==> config.mk <==
export PLATFORM = sky130hd
export DESIGN_NAME = clock_control_card
export DESIGN_NICKNAME = d
export VERILOG_FILES = /design/src/rtl/clock_control_card_pkg.sv /design/src/rtl/clock_control_card_debounce.sv /design/src/rtl/clock_control_card.sv
export SDC_FILE = /design/constraint.sdc
export NUM_CORES = 1
export LEC_CHECK = 0
export BUFFER_PORTS_ARGS = -buffer_cell sky130_fd_sc_hd__buf_4
export CORE_MARGIN = 10
export CORE_UTILIZATION = 42
export CTS_CLUSTER_SIZE = 28
export DETAILED_ROUTE_END_ITERATION = 10
export PLACE_DENSITY_LB_ADDON = 0.12
export REMOVE_ABC_BUFFERS = 1
export SLEW_MARGIN = 20
export SYNTH_ARGS = -nofsm -noshare
export SYNTH_HDL_FRONTEND = slang
export SYNTH_SLANG_ARGS = --single-unit
==> constraint.sdc <==
create_clock -name clk -period 2.7 [get_ports clk]
set_input_delay 0.405 -clock clk [delete_from_list [all_inputs] [get_ports clk]]
set_output_delay 0.405 -clock clk [all_outputs]
set_load 0.05 [all_outputs]
==> src/rtl/clock_control_card_pkg.sv <==
// Shared definitions for the clock control card: state encoding and default sizing.
package clock_control_card_pkg;

  localparam int DATAWIDTH_DEFAULT = 16;
  localparam int CTRLWIDTH_DEFAULT = 8;
  localparam int PHASES_DEFAULT    = 4;
  localparam int DEBOUNCE_DEFAULT  = 8;

  typedef enum logic [1:0] {
    CLKST_HALTED   = 2'd0,
    CLKST_RUNNING  = 2'd1,
    CLKST_STEPPING = 2'd2,
    CLKST_BREAK    = 2'd3
  } clk_state_t;

  // The CPU advances only in the two executing states.
  function automatic logic is_advancing(input clk_state_t s);
    return (s == CLKST_RUNNING) || (s == CLKST_STEPPING);
  endfunction

endpackage

==> src/rtl/clock_control_card_debounce.sv <==
// Two-flop synchronizer plus saturating debounce counter producing one event per press.
module input_debounce #(
  parameter int DEBOUNCE = 8
) (
  input  logic clk,
  input  logic rst,
  input  logic din,
  output logic pulse
);

  localparam int CW = $clog2(DEBOUNCE + 1);

  logic          meta_reg;
  logic          sync_reg;
  logic [CW-1:0] count_reg;
  logic          pulse_reg;

  always_ff @(posedge clk) begin
    if (rst) begin
      meta_reg  <= 1'b0;
      sync_reg  <= 1'b0;
      count_reg <= '0;
      pulse_reg <= 1'b0;
    end else begin
      meta_reg <= din;
      sync_reg <= meta_reg;
      // Saturating at DEBOUNCE means a held button yields a single event.
      if (!sync_reg) begin
        count_reg <= '0;
        pulse_reg <= 1'b0;
      end else if (count_reg != CW'(DEBOUNCE)) begin
        count_reg <= count_reg + 1'b1;
        pulse_reg <= (count_reg == CW'(DEBOUNCE - 1));
      end else begin
        pulse_reg <= 1'b0;
      end
    end
  end

  assign pulse = pulse_reg;

endmodule

==> src/rtl/clock_control_card.sv <==
// Instruction-granular clock enable and phase generator with run/halt, single step and breakpoint.
module clock_control_card
  import clock_control_card_pkg::*;
#(
  parameter int DATAWIDTH = DATAWIDTH_DEFAULT,
  parameter int CTRLWIDTH = CTRLWIDTH_DEFAULT,
  parameter int PHASES    = PHASES_DEFAULT,
  parameter int DEBOUNCE  = DEBOUNCE_DEFAULT,
  localparam int PW       = $clog2(PHASES)
) (
  input  logic                 clk,
  input  logic                 rst,
  input  logic [DATAWIDTH-1:0] data,
  input  logic [DATAWIDTH-1:0] address,
  input  logic [CTRLWIDTH-1:0] ctrl,
  input  logic                 run_sw,
  input  logic                 step_btn,
  input  logic                 bp_en,
  input  logic [DATAWIDTH-1:0] bp_addr,
  output logic                 clk_en,
  output logic [PW-1:0]        phase,
  output logic                 running,
  output logic                 bp_hit
);

  clk_state_t    state_reg;
  logic [PW-1:0] phase_reg;
  logic          run_meta_reg;
  logic          run_s_reg;
  logic          run_armed_reg;
  logic          step_ev;
  logic          boundary;
  logic          unused_bus;

  assign unused_bus = ^{data, ctrl};

  input_debounce #(.DEBOUNCE(DEBOUNCE)) u_step (
    .clk   (clk),
    .rst   (rst),
    .din   (step_btn),
    .pulse (step_ev)
  );

  assign boundary = (phase_reg == PW'(PHASES - 1));

  always_ff @(posedge clk) begin
    if (rst) begin
      state_reg     <= CLKST_HALTED;
      phase_reg     <= '0;
      run_meta_reg  <= 1'b0;
      run_s_reg     <= 1'b0;
      run_armed_reg <= 1'b1;
    end else begin
      run_meta_reg <= run_sw;
      run_s_reg    <= run_meta_reg;
      if (!run_s_reg) run_armed_reg <= 1'b1;

      case (state_reg)
        CLKST_HALTED: begin
          phase_reg <= '0;
          if (run_s_reg)    state_reg <= CLKST_RUNNING;
          else if (step_ev) state_reg <= CLKST_STEPPING;
        end
        CLKST_RUNNING: begin
          phase_reg <= boundary ? '0 : phase_reg + 1'b1;
          if (boundary) begin
            if (bp_en && (address == bp_addr)) begin
              state_reg     <= CLKST_BREAK;
              run_armed_reg <= 1'b0;
            end else if (!run_s_reg) begin
              state_reg <= CLKST_HALTED;
            end
          end
        end
        CLKST_STEPPING: begin
          phase_reg <= boundary ? '0 : phase_reg + 1'b1;
          if (boundary) state_reg <= CLKST_HALTED;
        end
        default: begin
          // BREAK: resuming requires the run switch to have been cycled since entry.
          phase_reg <= '0;
          if (step_ev)                         state_reg <= CLKST_STEPPING;
          else if (run_s_reg && run_armed_reg) state_reg <= CLKST_RUNNING;
        end
      endcase
    end
  end

  assign clk_en  = is_advancing(state_reg);
  assign running = (state_reg == CLKST_RUNNING);
  assign bp_hit  = (state_reg == CLKST_BREAK);
  assign phase   = phase_reg;

endmodule

Word-level counts from Yosys, hierarchy flattened:

Index checks and enable logic that the tools add are counted.

* input port bits: 61
* output and inout bits: 5
* memory bits (writable): 0
* bits in latches: 0
* logic and storage cells: 48
* memories kept: 0
* bits in read-only memories: 0
* flip-flop bits (word level): 14

* $mul: 0
* $add $sub $neg: 2
* order comparisons: 0
* reductions and logical operators: 10
* bitwise logic cells: 3
* divide/modulo/power cells: 0
* shifts and indexed selects: 0
* multiplexer cells: 13
* equality and inequality tests: 11

Operator list (number)
* 16-bit == test: 1
* 2-bit 2-to-1 mux: 8
* 2-bit == test, second input constant: 3
* 3-bit by 2-bit inequality test with 1-bit output, second input constant: 2
* 2-bit one-hot mux with 3 select lines: 1
* 3-bit OR reduction: 2
* 5-bit AND reduction: 1
* 5-bit nonzero test: 1
* 4-bit by 1-bit adder with 4-bit output, second input constant: 1
* 4-bit by 3-bit == test with 1-bit output, second input constant: 1
* 1-bit 2-to-1 mux: 4
* 4-bit inequality test, second input constant: 1
* 2-bit OR reduction: 2
* 1-bit NOT: 3
* 2-bit by 1-bit adder with 2-bit output, second input constant: 1
* 2-bit by 1-bit == test with 1-bit output, second input constant: 1
* 1-bit logical AND: 2
* 2-bit logical NOT: 1
* 2-bit by 1-bit inequality test with 1-bit output, second input constant: 1
* 2-bit inequality test, second input constant: 1
* 1-bit logical OR: 1

Longest topological paths before layout:

Gate-level depths: netlist (run 1).

* word-level depth: 5
* mapped depth: 7
* gate-level depth less buffers: 7

Hierarchy:

Synthesis (run 1) repeated with hierarchy kept, for this count alone.

* cell total of the unflattened synthesis: 95
* area total of the unflattened synthesis: 889.6 µm²

By module, submodules not included
* clock_control_card: cells each 67, seq. area each 140.1 µm², area each 603.1 µm², instances 1
* input_debounce: cells each 28, seq. area each 140.1 µm², area each 286.5 µm², instances 1

Worst setup path after synthesis (run 1):

OpenSTA, ideal clock, no wires.

* path kind: register to register
* start point: register state_reg[1]
* end point: register state_reg[0]
* path buffers: 0
* data required time: 2.628 ns
* arrival time: 1.707 ns
* stages on the path, launching flop included: 8
* clock period less this slack: 1.778 ns
* setup time: 0.072 ns
* slack: 0.922 ns
* path through: dfxtp_1 -> inv_1 -> ha_1 -> nor2_1 -> o21ai_0 -> o22ai_1 -> a31oi_4 -> mux2i_1

* cells in the longest elaborated chain, start to end: 3
* elaborated cells on any way between the ends: 10
* classes of those cells: 6 x eq/ne; 1 x mux; 3 x reduce/logical

Ends and longest elaborated chain
* start: declaration: line clock_control_card.sv:26 `clk_state_t state_reg;`
* start signal: assignment: line clock_control_card.sv:48 `state_reg <= CLKST_HALTED;`
* start signal: assignment: line clock_control_card.sv:61 `if (run_s_reg) state_reg <= CLKST_RUNNING;`
* start signal: assignment: line clock_control_card.sv:62 `else if (step_ev) state_reg <= CLKST_STEPPING;`
* 2-bit by 1-bit == test with 1-bit output *
* named net running: line clock_control_card.sv:22 `output logic running,`
* 3-bit by 2-bit inequality test with 1-bit output (no source line) (tied with other cells)
* 5-bit AND reduction (no source line)

Mark *: on every way through the listed nets, which the timed path passes. The rest lies on a longest branch.
A chain may end at the register's enable or synchronous reset.

Worst setup path after layout (run 1):

* start point: register state_reg[0]
* end point: output clk_en

* cells in the longest elaborated chain, start to end: 2
* elaborated cells on any way between the ends: 3
* classes of those cells: 2 x eq/ne; 1 x reduce/logical

Ends and longest elaborated chain
* 2-bit by 1-bit == test with 1-bit output / 2-bit == test (equally long branches): line clock_control_card_pkg.sv:18 `return (s == CLKST_RUNNING) || (s == CLKST_STEPPING);`
* 1-bit logical OR *: line clock_control_card_pkg.sv:18
* end: declaration: line clock_control_card.sv:20 `output logic clk_en,`

Mark *: on every way between the ends. The rest lies on a longest branch, timed or not.

==> metrics.csv, run 1 <==
stage,metric,value,unit
die,die area,4290,µm²
synthesis,top post-synthesis cells by area,"dfxtp_1 32%, ha_1 10%, xor2_1 8.1%",
cts,"Reg clk slew, reported paths",0.08,ns
cts,Clock Root Buffer,clkbuf_4,
drt,ANT nets after route,0,
global_route,global-route wire length before repair,3200,µm
finish,area grow syn2layout,42.7,%
die,Die Width,65.5,µm
drt,DRC errors left,0,
power_and_ir_drop,P per Cell Area,373,nW/µm²
global_route,vias in the first global route,730,
finish,share of layout cells above drive strength 1,35.8,%
die,FP Rows,16,
worst_setup_path,critical-path cell list,"inv_1, ha_1, buf_4",
synthesis,post-synthesis cell count,93,
synthesis,fraction of registers with async set/reset,0,%
timing,Tcrit/Tclk final,61.9,%
synthesis,most common cell in the netlist,dfxtp_1,
timing,Worst-Margin Slew,0.351,ns
timing,final setup fails,0,
synthesis,Synth top cells by count,"14 x dfxtp_1, 8 x inv_1, 8 x xor2_1, 7 x ha_1, 7 x xnor2_1",
timing,final hold vios,0,
synthesis,sequential area share after synthesis,32.3,%
die,die height,65.5,µm
hold_path,HP Class,input pin to flip-flop,
drt,Routed WL per cell,12.5,µm
cts,H-tree Lvls,1,
timing,min Tclk post-route,1.67,ns
cts,CTS resizes,0,
global_route,Total GRT Usage,9.03,%
synthesis,Yosys warnings,0,
synthesis,synthesized cell area,868,µm²
finish,Antenna Cells,0,
synthesis,Synth Flop Type,dfxtp_1,
worst_setup_path,"Arr. time, crit path",1.27,ns
timing,setup TNS,0,ns
synthesis,Seq cells post-synth,14,
worst_setup_path,slowest CP cell,dfxtp_1,
worst_setup_path,max incr delay on CP,0.39,ns
cts,CTS tree,yes,
finish,fill count,166,
finish,Largest register FFs,4,
global_route,largest net degree at the start of global routing,15,
cts,cts hold-fix bufs,0,
die,Core Footprint,1960,µm²
power_and_ir_drop,Static Leak,0.542,nW
global_route,initial antenna violation count,0,
drt,first drt pass iteration count,4,
drt,Routed Wire Length,2060,µm
run_status,status,completed,
cts,CTS max path bufs,2,
timing,Layout Skew,0.00133,ns
synthesis,Synth area leader,dfxtp_1,
cts,clock buffer count from CTS,3,
timing,max_slew headroom,76.4,%
synthesis,Avg Synthesized Cell Area,9.34,µm²
drt,via count,781,
die,Initial Util,44.3,%
worst_setup_path,Critical Path RT,2.30,ns
worst_setup_path,CP Class,flip-flop to output port,
placed_design,GPL Wtd Cong,0.790,
timing,Fmax,599,MHz
timing,Final Slew Violations,0,
worst_setup_path,critical path's top delay family,flip-flops,
global_route,gr ovfl total,0,
placed_design,port bufs,41,
worst_setup_path,CP max FO,4,
synthesis,share of the synthesized area in the top cell type,32.3,%
cts,clk_lat worst skew,0.27,ns
worst_setup_path,Worst Setup End Kind,output port,
finish,final-stage net count,206,
drt,DR iter-0 viols,34,
cts,Clock Sink Count,14,
flow_run,max_cap viols,0,
placed_design,DP HPWL,1760,µm
worst_setup_path,CP Buf/Inv Count,2,
timing,RSZ-0062 raised after global routing,false,
worst_setup_path,startpoint types,flip-flop,
die,IO Count,66,
cts,Post-CTS Setup Bufs,0,
power_and_ir_drop,Max rail drop VDD,0.000282,V
power_and_ir_drop,total power,463,µW
synthesis,unique cell type count in the Yosys netlist,31,
synthesis,"EDFF count, synth",0,
drt,drt via density,4.76,
## through the flow
step | cells | util, % | area (µm²) | hold slack (ns) | worst slack, ns
final | 164 | 63.1 | 1240 | 0.339 | 1.03
after global routing | 164 | 63.1 | 1240 | 0.327 | 0.964
after CTS | 164 | 63.1 | 1240 | 0.330 | 1.01
after detailed placement | 160 | 61.3 | 1200 | 0.431 | 0.886
after global placement | 160 | 61.3 | 1200 | 0.416 | 0.891
after floorplan | 92 | - | 861 | 0.414 | 0.922
## worst paths after layout
kind / start / to / slack [ns] / cells past startpoint
max: state_reg[0] / clk_en / 1.03 / 3
min reg2reg: run_meta_reg / run_s_reg / 0.45 / 1
max reg2reg: state_reg[1] / state_reg[0] / 1.13 / 7
min: step_btn / u_step.meta_reg / 0.34 / 2
## final cells by class
class                      instances  area (µm²)  area share (%)
multi-input combinational         70         551            44.4
timing repair buffer              41         308            24.8
sequential                        14         280            22.6
clock buffer                       4        36.3            2.93
tap                               27        33.8            2.73
inverter                           8        30.0            2.42
## routing by layer
| layer | up-vias | wire, µm | part of all wire [%] | GRT usage, % |
|---|---|---|---|---|
| met4 | 0 | 6 | 0.29 | 4.01 |
| met2 | 32 | 835 | 41 | 13.7 |
| met3 | 2 | 265 | 13 | 4.41 |
| met5 | - | 0 | 0 | 0 |
| li1 | 410 | - | - | - |
| met1 | 337 | 946 | 46 | 10.5 |
## cell families (layout without fill, tap and decap cells)
family | after synthesis | in the layout | share of synthesized area, %
AO/OA/AOI/OAI | 13 | 13 | 11.8
XOR/XNOR | 15 | 15 | 15.1
adder cells (fa/ha/maj) | 7 | 7 | 10.1
flip-flops | 14 | 14 | 32.3
multiplexers | 3 | 3 | 3.46
buffers and inverters | 9 | 53 | 4.32
AND/OR/NAND/NOR | 32 | 32 | 22.9
## where the power goes
part	switching [mW]	internal [mW]	total, mW
Combinational	0.0413	0.0607	0.102
Clock	0.0633	0.0819	0.145
Sequential	0.00379	0.212	0.215
## placed cells by master (no fill, tap or decap)
cell type,n
buf_4,41
dfxtp_1,14
inv_1,8
xor2_1,8
xnor2_1,7
ha_1,7
nand2_1,5
nor2_1,5
nand2b_1,4
nor2b_1,4
mux2i_1,3
o21ai_0,3
o22ai_1,3
clkbuf_4,3
nand3b_1,2
a21oi_1,2
nor3_1,2
or2_2,1
or2b_2,1
nand4_1,1
nor4_4,1
a222oi_1,1
nor4_1,1
and3_1,1
a32oi_1,1
o31a_1,1
a31oi_4,1
nor4bb_1,1
nand3_1,1
a32o_1,1
nor3b_1,1
nor4b_1,1
clkbuf_8,1
No activity file was read; power rests on OpenSTA's default activity.
==> run 2: changes to the inputs <==
- CORE_ASPECT_RATIO: default -> 1.75
- CORE_UTILIZATION: 42 -> 35
- clock period: 2.7 -> 1.45 ns (I/O delays scaled with it)
==> run 2 against run 1 <==
Compared with the run above: count of clock-buffer cells in the layout shrank 1; final area increased by 3.2%; sequential share of layout area shrank 0.51 points; highest routed layer unchanged.
==> metrics.csv, run 2 (synthesized netlist as in run 1, its figures left out) <==
stage,metric,value,unit
cts,"Reg clk slew, reported paths",0.05,ns
placed_design,GPL Wtd Cong,0.675,
finish,Antenna Cells,0,
finish,area grow syn2layout,47.3,%
drt,drt via density,5.01,
finish,fill count,231,
global_route,initial antenna violation count,0,
finish,"Core Util, Final",54.9,%
cts,clk_lat worst skew,0.24,ns
timing,Final Slew Violations,0,
power_and_ir_drop,Max rail drop VDD,0.000581,V
global_route,largest net degree at the start of global routing,15,
placed_design,pre-CTS setup slack,-0.218,ns
finish,final-stage net count,210,
die,die height,85.9,µm
drt,via count,827,
finish,"commonest non-fill, non-tap cell in the layout",buf_4,
global_route,vias in the first global route,825,
worst_setup_path,critical-path cell list,"inv_1, ha_1, o21ai_1, o21ai_1, o22ai_1, a31oi_4, mux2i_1",
worst_setup_path,CP Class,flip-flop to flip-flop,
timing,Tcrit/Tclk final,95.6,%
timing,final setup fails,0,
drt,Routed Wire Length,2230,µm
hold_path,HP Class,input pin to flip-flop,
timing,Hold WS,0.191,ns
drt,ANT nets after route,0,
drt,Routed WL per cell,13.5,µm
flow_run,max_cap viols,0,
cts,CTS max path bufs,2,
finish,fin cells,165,
die,FP Rows,23,
timing,final hold vios,0,
power_and_ir_drop,total power,901,µW
die,Core Footprint,2330,µm²
timing,max_slew headroom,77.0,%
worst_setup_path,slowest CP cell,dfxtp_2,
cts,cts hold-fix bufs,0,
die,Die Width,57.7,µm
timing,Layout Skew,0.00420,ns
die,IO Count,66,
worst_setup_path,Critical Path RT,1.57,ns
timing,Final Worst Setup Slack,0.0642,ns
timing,Worst-Margin Slew,0.341,ns
worst_setup_path,most frequent CP cell,o21ai_1,
placed_design,Cells after DPL,162,
drt,DR iter-0 viols,12,
finish,most frequent cells in the layout,"45 x buf_4, 12 x dfxtp_1, 8 x inv_1, 8 x xor2_1, 7 x xnor2_1",
timing,min Tclk post-route,1.39,ns
finish,Largest register FFs,4,
cts,Post-CTS Setup Bufs,0,
die,Initial Util,37.3,%
finish,share of layout cells above drive strength 1,40.0,%
cts,Clock Root Buffer,clkbuf_8,
drt,first drt pass iteration count,4,
global_route,global-route wire length before repair,3410,µm
cts,Clock Sink Count,14,
placed_design,DP HPWL,1910,µm
worst_setup_path,"Arr. time, crit path",1.51,ns
worst_setup_path,CP max FO,3,
worst_setup_path,Worst Setup End Kind,flip-flop,
timing,Fmax,722,MHz
worst_setup_path,max incr delay on CP,0.34,ns
cts,H-tree Lvls,1,
worst_setup_path,startpoint types,flip-flop,
cts,CTS tree,yes,
run_status,status,completed,
die,die area,4950,µm²
power_and_ir_drop,P per Cell Area,705,nW/µm²
drt,DRC errors left,0,
placed_design,port bufs,41,
global_route,gr ovfl total,0,
power_and_ir_drop,Static Leak,0.562,nW
cts,clock buffer count from CTS,3,
global_route,Total GRT Usage,8.31,%
-- run 2: changes by cell type in the layout (fill, tap and decap cells not counted), moves of 2 or more --
cell      previous run  this run
o21ai_0              3         1
dfxtp_2              0         2
dfxtp_1             14        12
clkbuf_8             1         3
o21ai_1              0         2
clkbuf_4             3         0
buf_4               41        45
-- run 2: per-stage QoR --
stage | TNS (ns) | cell area [µm²]
detailed placement | -0.576 | 1230
global route | -0.0287 | 1280
finish | 0 | 1280
floorplan | -0.657 | 861
global placement | -0.557 | 1230
CTS | 0 | 1270
-- run 2: final timing paths --
check | slack, ns | start | cells past startpoint | to
worst max-delay path | 0.06 | state_reg[0] | 7 | state_reg[0]
worst min-delay path | 0.19 | run_sw | 2 | run_meta_reg
worst max register to register | 0.06 | state_reg[0] | 7 | state_reg[0]
worst min register to register | 0.44 | run_meta_reg | 1 | run_s_reg
-- run 2: critical path, delay by kind of cell (launching register included) --
| kind | cells | cell delay [ns] |
|---|---|---|
| AOI/OAI and AO/OA | 4 | 0.51 |
| DFF | 1 | 0.34 |
| adders and majority gates | 1 | 0.23 |
| muxes | 1 | 0.13 |
| buffers and inverters | 1 | 0.06 |
-- run 2: final cells by class --
type                    count  area, µm²  area share (%)
multi-input cells          70        556            43.4
repair buffers             45        338            26.4
flip-flops and latches     14        283            22.1
clock buffers               3       41.3            3.23
well taps                  25       31.3            2.45
inverters                   8       30.0            2.35
-- run 2: layer usage --
layer / GRT usage (%) / routed length, µm
met2: 15.4 / 1160
met3: 3.10 / 199
met1: 7.58 / 852
met4: 3.86 / 17
met5: 0 / 0
-- run 2: repair_timing --
| action | in CTS | in global routing |
|---|---|---|
| gates resized for setup | 1 | 5 |
| pin swaps | 1 | 4 |
| endpoints found under the setup margin | 3 | 4 |
| cloned | 0 | 0 |
-- run 2: power breakdown --
group | internal [mW] | leakage, nW | switching (mW) | total (mW)
clock | 0.183 | 0.0216 | 0.121 | 0.304
combinational | 0.116 | 0.425 | 0.0793 | 0.196
sequential | 0.395 | 0.115 | 0.00673 | 0.402
